File: src/rtl/fp16_result_packer.sv
// Iterative normalize / round-to-nearest-even / pack back end for the FP add/sub datapath.
// Define FP_PACK_FLUSH_EN to flush subnormal results to signed zero instead of packing them.
module fp16_result_packer #(
  parameter int MANT_W = 11,
  parameter int EXP_W  = 5
) (
  input  logic                      clk,
  input  logic                      rst_n,
  input  logic                      in_valid,
  output logic                      in_ready,
  input  logic                      in_sgn,
  input  logic [MANT_W:0]           in_mant,
  input  logic [EXP_W:0]            in_exp,
  output logic                      out_valid,
  input  logic                      out_ready,
  output logic [EXP_W+MANT_W-1:0]   out_data,
  output logic [2:0]                out_flags
);

  localparam int PW = 1 + EXP_W + MANT_W - 1;
  // Two bits of headroom so exp+1 on a max-range input cannot wrap.
  localparam int XW = EXP_W + 2;
  localparam logic [XW-1:0] EXP_ONE = XW'(1);
  localparam logic [XW-1:0] EXP_MAX = XW'((1 << EXP_W) - 1);

  typedef enum logic [1:0] {IDLE, NORM, ROUND, OUT} state_t;

  typedef struct packed {
    logic              sgn;
    logic [MANT_W:0]   mant;
    logic [XW-1:0]     exp;
    logic              guard;
  } work_t;

  state_t state, state_nxt;
  work_t  wrk;

  logic            accept;
  logic            in_zero;
  logic            norm_rsh;
  logic            norm_lsh;
  logic [MANT_W:0] rnd_sum;
  logic [MANT_W:0] rnd_mant;
  logic [XW-1:0]   rnd_exp;
  logic [PW-1:0]   pack_data;
  logic [2:0]      pack_flags;

  assign accept   = in_valid && (state == IDLE);
  assign in_zero  = (in_mant == '0);
  assign norm_rsh = wrk.mant[MANT_W];
  assign norm_lsh = !wrk.mant[MANT_W] && !wrk.mant[MANT_W-1] && (wrk.exp > EXP_ONE);

  // State register
  always_ff @(posedge clk or negedge rst_n) begin
    if (!rst_n) state <= IDLE;
    else        state <= state_nxt;
  end

  // Next-state logic
  always_comb begin
    state_nxt = state;
    case (state)
      IDLE:    if (in_valid) state_nxt = in_zero ? OUT : NORM;
      NORM:    if (!norm_rsh && !norm_lsh) state_nxt = ROUND;
      ROUND:   state_nxt = OUT;
      OUT:     if (out_ready) state_nxt = IDLE;
      default: state_nxt = IDLE;
    endcase
  end

  // Handshake outputs
  always_comb begin
    in_ready  = (state == IDLE);
    out_valid = (state == OUT);
  end

  // Round half to even; guard is the only bit below the LSB, so sticky is zero.
  always_comb begin
    rnd_sum  = {1'b0, wrk.mant[MANT_W-1:0]} + (MANT_W+1)'(wrk.guard & wrk.mant[0]);
    rnd_mant = rnd_sum[MANT_W] ? (rnd_sum >> 1) : rnd_sum;
    rnd_exp  = wrk.exp + XW'(rnd_sum[MANT_W]);
  end

  always_comb begin
    pack_data  = '0;
    pack_flags = '0;
    if (rnd_exp >= EXP_MAX) begin
      pack_data  = {wrk.sgn, {EXP_W{1'b1}}, {(MANT_W-1){1'b0}}};
      pack_flags = 3'b101;
    end else if (!rnd_mant[MANT_W-1]) begin
`ifdef FP_PACK_FLUSH_EN
      pack_data  = {wrk.sgn, {(PW-1){1'b0}}};
      pack_flags = {2'b01, wrk.guard | (|rnd_mant[MANT_W-2:0])};
`else
      pack_data  = {wrk.sgn, {EXP_W{1'b0}}, rnd_mant[MANT_W-2:0]};
      pack_flags = {2'b01, wrk.guard};
`endif
    end else begin
      pack_data  = {wrk.sgn, rnd_exp[EXP_W-1:0], rnd_mant[MANT_W-2:0]};
      pack_flags = {2'b00, wrk.guard};
    end
  end

  // Working registers: capture in IDLE, one shift per cycle in NORM.
  always_ff @(posedge clk or negedge rst_n) begin
    if (!rst_n) begin
      wrk <= '0;
    end else begin
      case (state)
        IDLE: if (accept) begin
          wrk.sgn   <= in_sgn;
          wrk.mant  <= in_mant;
          // Exponent 0 carries subnormal semantics: same scale as exponent 1.
          wrk.exp   <= (in_exp == '0) ? EXP_ONE : XW'(in_exp);
          wrk.guard <= 1'b0;
        end
        NORM: if (norm_rsh) begin
          wrk.mant  <= wrk.mant >> 1;
          wrk.guard <= wrk.mant[0];
          wrk.exp   <= wrk.exp + EXP_ONE;
        end else if (norm_lsh) begin
          wrk.mant  <= wrk.mant << 1;
          wrk.exp   <= wrk.exp - EXP_ONE;
        end
        default: ;
      endcase
    end
  end

  // Result registers stay put through OUT so backpressure sees a stable word.
  always_ff @(posedge clk or negedge rst_n) begin
    if (!rst_n) begin
      out_data  <= '0;
      out_flags <= '0;
    end else if (accept && in_zero) begin
      out_data  <= {in_sgn, {(PW-1){1'b0}}};
      out_flags <= '0;
    end else if (state == ROUND) begin
      out_data  <= pack_data;
      out_flags <= pack_flags;
    end
  end

endmodule

File: config.mk
export PLATFORM = sky130hd
export DESIGN_NAME = fp16_result_packer
export DESIGN_NICKNAME = d
export VERILOG_FILES = /design/src/rtl/fp16_result_packer.sv
export SDC_FILE = /design/constraint.sdc
export NUM_CORES = 1
export LEC_CHECK = 0
export CORE_AREA = 2 2 79 81
export CTS_BUF_LIST = sky130_fd_sc_hd__clkbuf_8
export CTS_CLUSTER_DIAMETER = 200
export DETAILED_ROUTE_END_ITERATION = 8
export DIE_AREA = 0 0 81 83
export PLACE_DENSITY = 0.75
export SYNTH_ARGS = -nofsm -noshare
export SYNTH_HDL_FRONTEND = slang
export SYNTH_SLANG_ARGS = --single-unit
File: constraint.sdc
create_clock -name clk -period 2.48 [get_ports clk]
set_input_delay 0.248 -clock clk [delete_from_list [all_inputs] [get_ports clk]]
set_output_delay 0.248 -clock clk [all_outputs]
set_load 0.03 [all_outputs]
==> results.py, run 1 <==
metrics = {
    "run_status": {
        "run_status": "finished, final reports clean",
    },
    "run": {
        "maximum_capacitance_violations": 0,
    },
    "cells_and_area": {
        "final-instance-count-excl-fill": 479,
        "postLayoutCellArea_um2": 3710,
        "insertedDiodeCount": 0,
        "flow.area_growth_from_synthesis_pct": 27.9,
        "final.fill_count": 501,
        "drive_gt1_frac": 0.136,
        "num-nets-final": 437,
    },
    "clock_network": {
        "worst_setup_hold_path_clk_slew_ns": 0.08,
        "cts.path.max_buffers": 2,
        "clock_insertion_delay_worst_skew_ns": 0.29,
        "cts_made_buffers": 5,
        "tritoncts_num_sinks": 42,
        "cts_tree": "done",
        "ctsHtreeMaxLevel": 2,
        "clock_tree.root_cell": "sky130_fd_sc_hd__clkbuf_8",
    },
    "route": {
        "routed_wirelength_um": 7550,
        "drcViolationCount": 0,
        "num_vias": 2856,
        "antenna_violating_nets_post_route": 0,
        "vias_per_cell": 5.96,
        "drt-pass1-iter-count": 4,
        "detail_route.wl_per_cell_um": 15.8,
        "drt_iter0_markers": 181,
    },
    "timing": {
        "timing.max_slew.rel_slack": 0.371,
        "post-route-min-period_ns": 2.39,
        "timing.clock.skew_ns": 0.00256,
        "worst_pin_slew_ns": 0.943,
        "final-max-slew-violation-count": 0,
        "fin_crit_sh": 0.963,
        "max_freq_mhz": 419,
        "finalHoldWorstSlack_ns": 0.0959,
        "finalSetupViolations": 0,
        "timing.final.hold_violations": 0,
    },
    "yosys": {
        "synth_top_cells_by_area": "sky130_fd_sc_hd__dfrtp_1, sky130_fd_sc_hd__nand2_1, sky130_fd_sc_hd__a21oi_1, sky130_fd_sc_hd__ha_1, sky130_fd_sc_hd__o21ai_0",
        "syn_inst_count": 351,
        "netlist_area_um2": 2900,
        "synth_edf_count": 0,
        "yosys.cell_count.top_type": "sky130_fd_sc_hd__dfrtp_1",
        "synth_seq_area_share": 0.362,
        "ys_warnings": 0,
        "yosys.area.top_type": "sky130_fd_sc_hd__dfrtp_1",
        "yosys-top-cells-count": "sky130_fd_sc_hd__dfrtp_1, sky130_fd_sc_hd__nand2_1, sky130_fd_sc_hd__a21oi_1",
        "synth_flop_cell": "sky130_fd_sc_hd__dfrtp_1",
        "asyncSetResetFlopFracSynth": 1.00,
        "avgSynthCellArea_um2": 8.26,
        "netlist-cell-type-count": 60,
        "syn-num-nets": 384,
        "synth-seq-cells": 42,
        "synth.top_cell.area_share": 0.362,
    },
    "global_route": {
        "global_route.usage.total": 0.233,
        "initial_antenna_violation_count": 0,
        "grt_pass1_vias": 2613,
        "sum_of_overflow_across_all_layers_after_global_routing": 0,
        "wire_length_of_the_first_global_routing_pass_um": 12500,
        "grt_start_max_net_pins": 43,
    },
    "placement": {
        "number_of_buffer_cells_added_on_primary_ports": 43,
        "dpl_cell_area_um2": 3530,
        "number_of_placed_instances_taps_included": 470,
        "place_congestion": 0.896,
        "hpwl_after_detailed_placement_um": 5550,
    },
    "worst_hold_path": {
        "hp-class": "input port to async pin",
    },
    "power_and_ir_drop": {
        "power_mw": 5.01,
        "pwr_density_cell_nw_per_um2": 1350,
        "ir_drop_v": 0.000646,
        "power_leakage_nw": 1.48,
    },
    "die": {
        "floorplan.io_pins": 44,
        "fp.coreArea_um2": 5820,
        "number_of_placement_rows": 28,
        "dieArea_um2": 6720,
        "die_height_um": 83,
        "start_util": 0.499,
        "die_x_um": 81,
    },
    "setup_path": {
        "critical_path_class": "register to register",
        "worst_setup_path_start_kind": "register",
        "worstPathMaxFanout": 11,
        "cp.required_ns": 2.67,
        "cp.arrival_ns": 2.57,
        "endpoint_kind": "register",
    },
}
==> power by group <==
group          internal (mW)  total, mW  switching (mW)  leakage, nW
Clock                  0.322      0.554           0.232       0.0573
Combinational           1.34       3.20            1.86        0.906
Sequential              1.01       1.25           0.236        0.516
==> metrics by stage <==
stage / TNS (ns) / util / setup slack [ns]
2_1_floorplan: 0 / - / 0.0659
3_5_place_dp: 0 / 0.607 / 0.0367
4_1_cts: 0 / 0.629 / 0.0629
3_3_place_gp: 0 / 0.607 / 0.160
6_report: 0 / 0.638 / 0.0925
5_1_grt: -0.0507 / 0.638 / -0.0398
==> area by class of cell <==
cell class	instances	area, µm²	area share
Sequential cell	42	1050	0.283
Inverter	15	56.3	0.0152
Multi-Input combinational cell	268	1750	0.472
Tap cell	75	93.8	0.0253
Clock inverter	1	30.0	0.00810
Timing Repair Buffer	72	643	0.173
Clock buffer	6	82.6	0.0223
==> worst paths after layout <==
| kind | from | end | slack (ns) | cells past startpoint |
|---|---|---|---|---|
| setup / recovery | wrk[14] | out_data[1] | 0.09 | 10 |
| hold / removal | rst_n | out_data[14] | 0.1 | 1 |
| setup reg to reg | wrk[14] | out_data[1] | 0.09 | 10 |
| hold reg to reg | out_data[8] | out_data[8] | 0.51 | 2 |
| max in group asynchronous | rst_n | wrk[13] | 1.80 | 1 |
| min in group clk | out_data[8] | out_data[8] | 0.51 | 2 |
==> logic make-up after synthesis <==
family,share of synthesized area
and+or+nand+nor,0.228
AOI/OAI and AO/OA,0.245
DFF,0.362
buffers and inverters,0.0569
xor gates and xnor gates,0.0393
adders and majority gates,0.0431
muxes,0.0250
==> what timing repair did <==
action	4_1_cts	5_1_grt
endpoints found under the setup margin	2	5
resized for setup	3	4
hold buffers	0	0
buffers inserted	0	2
pin swaps	0	2
hold endpoints to repair	0	0
==> routing by layer <==
metal	vias up	part of all wire	GRT usage	wire, µm
met2	98	0.46	0.357	3490
met3	6	0.061	0.0391	461
li1	1381	-	-	-
met4	0	0.010	0.0601	79
met1	1371	0.47	0.341	3520
met5	-	0	0	0
==> critical path: stages (launching register included) <==
cell and delay [ns]:
sky130_fd_sc_hd__dfrtp_1 0.35, sky130_fd_sc_hd__nand3_1 0.13, sky130_fd_sc_hd__or2_4 0.29, sky130_fd_sc_hd__nor3_4 0.25
sky130_fd_sc_hd__ha_4 0.21, sky130_fd_sc_hd__xnor2_1 0.12, sky130_fd_sc_hd__nor3_1 0.07, sky130_fd_sc_hd__a31oi_1 0.21
sky130_fd_sc_hd__o311ai_1 0.13, sky130_fd_sc_hd__buf_4 0.20, sky130_fd_sc_hd__o41ai_2 0.33
==> registers in the layout (all words and copies together) (netlist names) <==
name and cells:
wrk 20, state 2, out_flags 3, norm_rsh 1
out_data 16
==> layout by cell type, fill, tap and decap left out, types with 4 or more instances in the layout <==
cell type	instances
sky130_fd_sc_hd__o31ai_1	8
sky130_fd_sc_hd__nand2_1	38
sky130_fd_sc_hd__a31oi_1	13
sky130_fd_sc_hd__a21oi_1	27
sky130_fd_sc_hd__nor2_1	26
sky130_fd_sc_hd__nand3b_1	8
sky130_fd_sc_hd__buf_4	29
sky130_fd_sc_hd__clkdlybuf4s50_1	42
sky130_fd_sc_hd__nand3_1	10
sky130_fd_sc_hd__ha_1	8
sky130_fd_sc_hd__mux2i_1	5
sky130_fd_sc_hd__xnor2_1	10
sky130_fd_sc_hd__dfrtp_1	42
sky130_fd_sc_hd__nor3_1	11
sky130_fd_sc_hd__nand2b_1	5
sky130_fd_sc_hd__o21ai_0	24
sky130_fd_sc_hd__clkbuf_8	6
sky130_fd_sc_hd__nand4_1	6
sky130_fd_sc_hd__inv_1	14
sky130_fd_sc_hd__nor4_1	4
No activity file was read; power rests on OpenSTA's default activity.
==> inputs of run 2 (changes only) <==
--- a/config.mk
+++ b/config.mk
@@ -5,12 +5,12 @@
 export SDC_FILE = /design/constraint.sdc
 export NUM_CORES = 1
 export LEC_CHECK = 0
-export CORE_AREA = 2 2 79 81
+export CORE_AREA = 2 2 89 91
 export CTS_BUF_LIST = sky130_fd_sc_hd__clkbuf_8
 export CTS_CLUSTER_DIAMETER = 200
 export DETAILED_ROUTE_END_ITERATION = 8
-export DIE_AREA = 0 0 81 83
-export PLACE_DENSITY = 0.75
+export DIE_AREA = 0 0 91 93
+export PLACE_DENSITY = 0.61
 export SYNTH_ARGS = -nofsm -noshare
 export SYNTH_HDL_FRONTEND = slang
 export SYNTH_SLANG_ARGS = --single-unit
==> results.py, run 2 (same netlist as run 1, synthesis figures left out) <==
metrics = {
    "die": {
        "die_height_um": 93,
        "die_x_um": 91,
        "fp.coreArea_um2": 7530,
        "dieArea_um2": 8460,
        "number_of_placement_rows": 32,
        "floorplan.io_pins": 44,
        "start_util": 0.385,
    },
    "clock_network": {
        "ctsHtreeMaxLevel": 2,
        "clock_insertion_delay_worst_skew_ns": 0.31,
        "tritoncts_num_sinks": 42,
        "postCtsSetupBuffers": 0,
        "cts_made_buffers": 5,
        "clock_tree.root_cell": "sky130_fd_sc_hd__clkbuf_8",
        "cts_hold_buf": 0,
        "worst_setup_hold_path_clk_slew_ns": 0.09,
        "cts.path.max_buffers": 2,
        "cts_tree": "done",
    },
    "cells_and_area": {
        "flow.area_growth_from_synthesis_pct": 27.3,
        "drive_gt1_frac": 0.134,
        "mostFrequentLayoutCell": "sky130_fd_sc_hd__clkdlybuf4s50_1",
        "insertedDiodeCount": 0,
        "num-nets-final": 436,
        "regMostFlops": "wrk",
        "final.fill_count": 776,
        "largest_reg_flops": 20,
        "layout.cells.most_common_list": "sky130_fd_sc_hd__clkdlybuf4s50_1, sky130_fd_sc_hd__dfrtp_1, sky130_fd_sc_hd__nand2_1",
        "layout_top_registers": "wrk x20, out_data x16, out_flags x3",
        "postLayoutCellArea_um2": 3690,
    },
    "route": {
        "num_vias": 2781,
        "antenna_violating_nets_post_route": 0,
        "wl_met3_um": 309,
        "met1_length_um": 3860,
        "vias_per_cell": 5.50,
        "drt-pass1-iter-count": 5,
        "drt_iter0_markers": 114,
        "drcViolationCount": 0,
        "routed_wirelength_um": 7610,
        "detail_route.wl_per_cell_um": 15.0,
        "met2_wire_length_um": 3340,
        "maxUsedRoutingLayer": "met4",
    },
    "timing": {
        "final-max-slew-violation-count": 0,
        "timing.final.hold_violations": 0,
        "max_freq_mhz": 433,
        "finalHoldWorstSlack_ns": 0.0769,
        "fin_crit_sh": 0.931,
        "setup_repair_after_global_routing_missed_its_margin": "yes",
        "finalSetupViolations": 0,
        "timing.clock.skew_ns": 0.00707,
        "worst_pin_slew_ns": 0.938,
        "timing.max_slew.rel_slack": 0.375,
        "post-route-min-period_ns": 2.31,
        "setup_total_negative_slack_ns": 0,
    },
    "setup_path": {
        "cp.required_ns": 2.68,
        "worstPathMaxFanout": 22,
        "register_to_register_setup_slack_ns": 0.17,
        "endpoint_kind": "register",
        "critical_path_class": "register to register",
        "cp.arrival_ns": 2.51,
        "worst_setup_path_start_kind": "register",
    },
    "run": {
        "maximum_capacitance_violations": 0,
    },
    "placement": {
        "hpwl_after_detailed_placement_um": 5810,
        "place_congestion": 0.936,
        "number_of_buffer_cells_added_on_primary_ports": 43,
        "dpl_cell_area_um2": 3570,
    },
    "power_and_ir_drop": {
        "pwr_density_cell_nw_per_um2": 1320,
        "ir_drop_v": 0.000438,
        "power_leakage_nw": 1.45,
    },
    "worst_hold_path": {
        "hp-class": "input port to async pin",
    },
    "global_route": {
        "grt_start_max_net_pins": 43,
        "grt_pass1_vias": 2573,
        "sum_of_overflow_across_all_layers_after_global_routing": 0,
        "wire_length_of_the_first_global_routing_pass_um": 12900,
        "initial_antenna_violation_count": 0,
        "global_route.usage.total": 0.186,
    },
    "run_status": {
        "run_status": "finished, final reports clean",
    },
}
## run 2: cell types whose count changed in the layout (fill, tap and decap cells not counted)
cell                         change
sky130_fd_sc_hd__bufinv_16       -1
sky130_fd_sc_hd__dfrtp_2         +1
sky130_fd_sc_hd__clkinvlp_4      +1
sky130_fd_sc_hd__ha_4            -1
sky130_fd_sc_hd__clkinv_4        +1
sky130_fd_sc_hd__inv_6           +1
sky130_fd_sc_hd__ha_2            +1
sky130_fd_sc_hd__o41ai_1         +2
sky130_fd_sc_hd__dfrtp_1         -1
sky130_fd_sc_hd__buf_4           -1
sky130_fd_sc_hd__o41ai_2         -2
sky130_fd_sc_hd__clkbuf_8        -1
## run 2: stage by stage
step / util / power, mW / worst slack, ns / instances
floorplan: - / 3.32 / 0.0659 / 351
global placement: 0.474 / 4.34 / 0.166 / 498
detailed placement: 0.474 / 4.37 / 0.0471 / 498
CTS: 0.487 / 4.86 / 0.0443 / 506
global route: 0.491 / 5.28 / -0.00827 / 506
finish: 0.491 / 4.87 / 0.171 / 506
## run 2: final cells by class
type                            count  area [µm²]  share of cell area
Tap cell                          102         128              0.0346
Clock inverter                      3        25.0             0.00678
Clock buffer                        5        68.8              0.0186
Inverter                           15        56.3              0.0152
Multi-Input combinational cell    268        1730               0.468
Timing Repair Buffer               71         636               0.172
Sequential cell                    42        1050               0.285
## run 2: where the power goes
| part | internal [mW] | switching [mW] | leakage (nW) |
|---|---|---|---|
| combinational | 1.30 | 1.84 | 0.891 |
| sequential | 1.01 | 0.244 | 0.515 |
| clock | 0.203 | 0.266 | 0.0447 |
| total | 2.52 | 2.35 | 1.45 |
## run 2: path summary, 6_finish.rpt
| kind | start | to | cells after the start |
|---|---|---|---|
| max | wrk[2] | wrk[18] | 8 |
| min | rst_n | wrk[3] | 1 |
| max reg2reg | wrk[2] | wrk[18] | 8 |
| min reg2reg | wrk[20] | wrk[20] | 1 |
| max in group asynchronous | rst_n | wrk[1] | 1 |
| min in group clk | wrk[20] | wrk[20] | 1 |
## run 2: worst max-delay path: stages, from the launching register on
cell and delay, ns:
sky130_fd_sc_hd__dfrtp_1 0.39, sky130_fd_sc_hd__inv_1 0.16, sky130_fd_sc_hd__ha_1 0.20, sky130_fd_sc_hd__o21bai_1 0.13
sky130_fd_sc_hd__a31oi_1 0.20, sky130_fd_sc_hd__o31ai_4 0.54, sky130_fd_sc_hd__buf_4 0.34, sky130_fd_sc_hd__a211oi_1 0.07
sky130_fd_sc_hd__a21o_1 0.17
## run 2: what timing repair did
| item | 4_1_cts | 5_1_grt |
|---|---|---|
| setup endpoints to repair | 0 | 12 |
| gates resized for setup | 0 | 5 |
| endpoints found under the hold margin | 0 | 0 |
## run 2: metal layers
metal | track usage | vias to the layer above
met5 | 0 | -
met2 | 0.278 | 69
li1 | - | 1381
met1 | 0.280 | 1321
met4 | 0.0505 | 0
met3 | 0.0306 | 10
==> inputs of run 3 (changes only) <==
--- a/config.mk
+++ b/config.mk
@@ -5,12 +5,13 @@
 export SDC_FILE = /design/constraint.sdc
 export NUM_CORES = 1
 export LEC_CHECK = 0
-export CORE_AREA = 2 2 89 91
+export CAP_MARGIN = 30
+export CORE_AREA = 2 2 84 86
 export CTS_BUF_LIST = sky130_fd_sc_hd__clkbuf_8
 export CTS_CLUSTER_DIAMETER = 200
 export DETAILED_ROUTE_END_ITERATION = 8
-export DIE_AREA = 0 0 91 93
-export PLACE_DENSITY = 0.61
+export DIE_AREA = 0 0 86 88
+export PLACE_DENSITY = 0.67
 export SYNTH_ARGS = -nofsm -noshare
 export SYNTH_HDL_FRONTEND = slang
 export SYNTH_SLANG_ARGS = --single-unit
==> results.py, run 3 (same netlist as run 1, synthesis figures left out) <==
metrics = {
    "die": {
        "number_of_placement_rows": 30,
        "die_height_um": 88,
        "floorplan.io_pins": 44,
        "fp.coreArea_um2": 6640,
        "dieArea_um2": 7570,
        "start_util": 0.437,
        "die_x_um": 86,
    },
    "cells_and_area": {
        "final.fill_count": 628,
        "drive_gt1_frac": 0.153,
        "final-instance-count-excl-fill": 492,
        "mostFrequentLayoutCell": "sky130_fd_sc_hd__clkdlybuf4s50_1",
        "layout.cells.most_common_list": "sky130_fd_sc_hd__clkdlybuf4s50_1, sky130_fd_sc_hd__dfrtp_1, sky130_fd_sc_hd__nand2_1",
        "num-nets-final": 444,
        "insertedDiodeCount": 0,
        "flow.area_growth_from_synthesis_pct": 29.3,
        "postLayoutCellArea_um2": 3750,
        "regMostFlops": "wrk",
        "largest_reg_flops": 20,
        "finish.utilization": 0.565,
        "layout_top_registers": "wrk x20, out_data x16, out_flags x3",
    },
    "timing": {
        "timing.final.hold_violations": 0,
        "finalSetupViolations": 0,
        "fin_crit_sh": 0.942,
        "final-max-slew-violation-count": 0,
        "post-route-min-period_ns": 2.34,
        "max_freq_mhz": 428,
        "timing.clock.skew_ns": 0.00826,
        "timing.max_slew.rel_slack": 0.685,
        "worst_slack_ns": 0.143,
        "worst_pin_slew_ns": 0.472,
    },
    "global_route": {
        "grt_start_max_net_pins": 43,
        "sum_of_overflow_across_all_layers_after_global_routing": 0,
        "global_route.usage.total": 0.214,
        "wire_length_of_the_first_global_routing_pass_um": 12900,
        "grt_pass1_vias": 2624,
        "initial_antenna_violation_count": 0,
    },
    "route": {
        "antenna_violating_nets_post_route": 0,
        "detail_route.wl_per_cell_um": 16.0,
        "drt_iter0_markers": 185,
        "drt-pass1-iter-count": 4,
        "vias_per_cell": 5.75,
        "routed_wirelength_um": 7850,
        "drcViolationCount": 0,
        "num_vias": 2830,
    },
    "clock_network": {
        "clock_insertion_delay_worst_skew_ns": 0.30,
        "ctsHtreeMaxLevel": 2,
        "cts_tree": "done",
        "worst_setup_hold_path_clk_slew_ns": 0.09,
        "tritoncts_num_sinks": 42,
        "clock_tree.root_cell": "sky130_fd_sc_hd__clkbuf_8",
        "cts.path.max_buffers": 2,
        "cts_made_buffers": 5,
    },
    "placement": {
        "preCtsSetupSlack_ns": 0.0406,
        "place_congestion": 0.913,
        "number_of_buffer_cells_added_on_primary_ports": 43,
        "hpwl_after_detailed_placement_um": 5810,
        "number_of_placed_instances_taps_included": 479,
        "dpl_cell_area_um2": 3570,
    },
    "setup_path": {
        "r2r_start": "wrk[15]",
        "startpoint": "wrk[15]",
        "critical_path_class": "register to register",
        "worstPathMaxFanout": 11,
        "cp.arrival_ns": 2.54,
        "endpoint_kind": "register",
        "cp.required_ns": 2.68,
        "worst_setup_path_start_kind": "register",
    },
    "run_status": {
        "run_status": "finished, final reports clean",
    },
    "power_and_ir_drop": {
        "power_leakage_nw": 1.50,
        "power_mw": 4.97,
        "ir_drop_v": 0.000559,
        "pwr_density_cell_nw_per_um2": 1330,
    },
    "run": {
        "maximum_capacitance_violations": 0,
    },
    "worst_hold_path": {
        "hp-class": "input port to async pin",
    },
}
-- run 3: changes by cell type in the layout (fill, tap and decap cells not counted), sizes merged --
cell and delta:
clkinv +1, dlygate4sd3 +1, inv -1, buf +7
-- run 3: area by class of cell --
| cell class | count | area (µm²) | area share |
|---|---|---|---|
| Tap cell | 80 | 100 | 0.0267 |
| Multi-Input combinational cell | 268 | 1740 | 0.464 |
| Clock inverter | 3 | 21.3 | 0.00567 |
| Clock buffer | 5 | 68.8 | 0.0183 |
| Sequential cell | 42 | 1050 | 0.281 |
| Inverter | 15 | 56.3 | 0.0150 |
| Timing Repair Buffer | 79 | 711 | 0.189 |
-- run 3: power by group --
part / leakage [nW] / switching (mW) / internal, mW
Clock: 0.0441 / 0.255 / 0.198
Combinational: 0.944 / 1.89 / 1.38
Sequential: 0.514 / 0.230 / 1.01
-- run 3: worst paths after layout --
kind,end,slack (ns),cells after the start
max,out_data[5],0.14,10
min,wrk[4],0.25,2
max reg2reg,out_data[5],0.14,10
min reg2reg,wrk[20],0.52,1
max in group asynchronous,wrk[0],1.80,3
min in group clk,wrk[20],0.52,1
-- run 3: routing by layer --
layer	track usage	share of wire	vias to the layer above
li1	-	-	1393
met1	0.303	0.48	1348
met2	0.334	0.46	80
met3	0.0424	0.050	9
met4	0.0563	0.010	0
met5	0	0	-
-- run 3: what timing repair did --
item / in CTS / in global routing
hold buffers: 0 / 1
endpoints found under the hold margin: 0 / 42
resized for setup: 0 / 7
endpoints found under the setup margin: 0 / 16
buffers inserted: 0 / 3
-- run 3: worst max-delay path, cell delays in order (launching register included) --
cell                       delay (ns)
sky130_fd_sc_hd__dfrtp_1         0.37
sky130_fd_sc_hd__nand3_1         0.13
sky130_fd_sc_hd__or2_4           0.28
sky130_fd_sc_hd__nor3_4          0.21
sky130_fd_sc_hd__ha_4            0.20
sky130_fd_sc_hd__xnor2_1         0.12
sky130_fd_sc_hd__nor3_1          0.07
sky130_fd_sc_hd__a31oi_1         0.21
sky130_fd_sc_hd__o311ai_1        0.12
sky130_fd_sc_hd__buf_4           0.19
sky130_fd_sc_hd__o41ai_2         0.34
-- run 3: stage by stage --
step | setup TNS, ns | hold slack [ns]
final | 0 | 0.254
after global routing | -0.0162 | 0.252
after CTS | 0 | 0.121
after detailed placement | 0 | 0.459
after global placement | 0 | 0.441
after floorplan | 0 | -0.0476
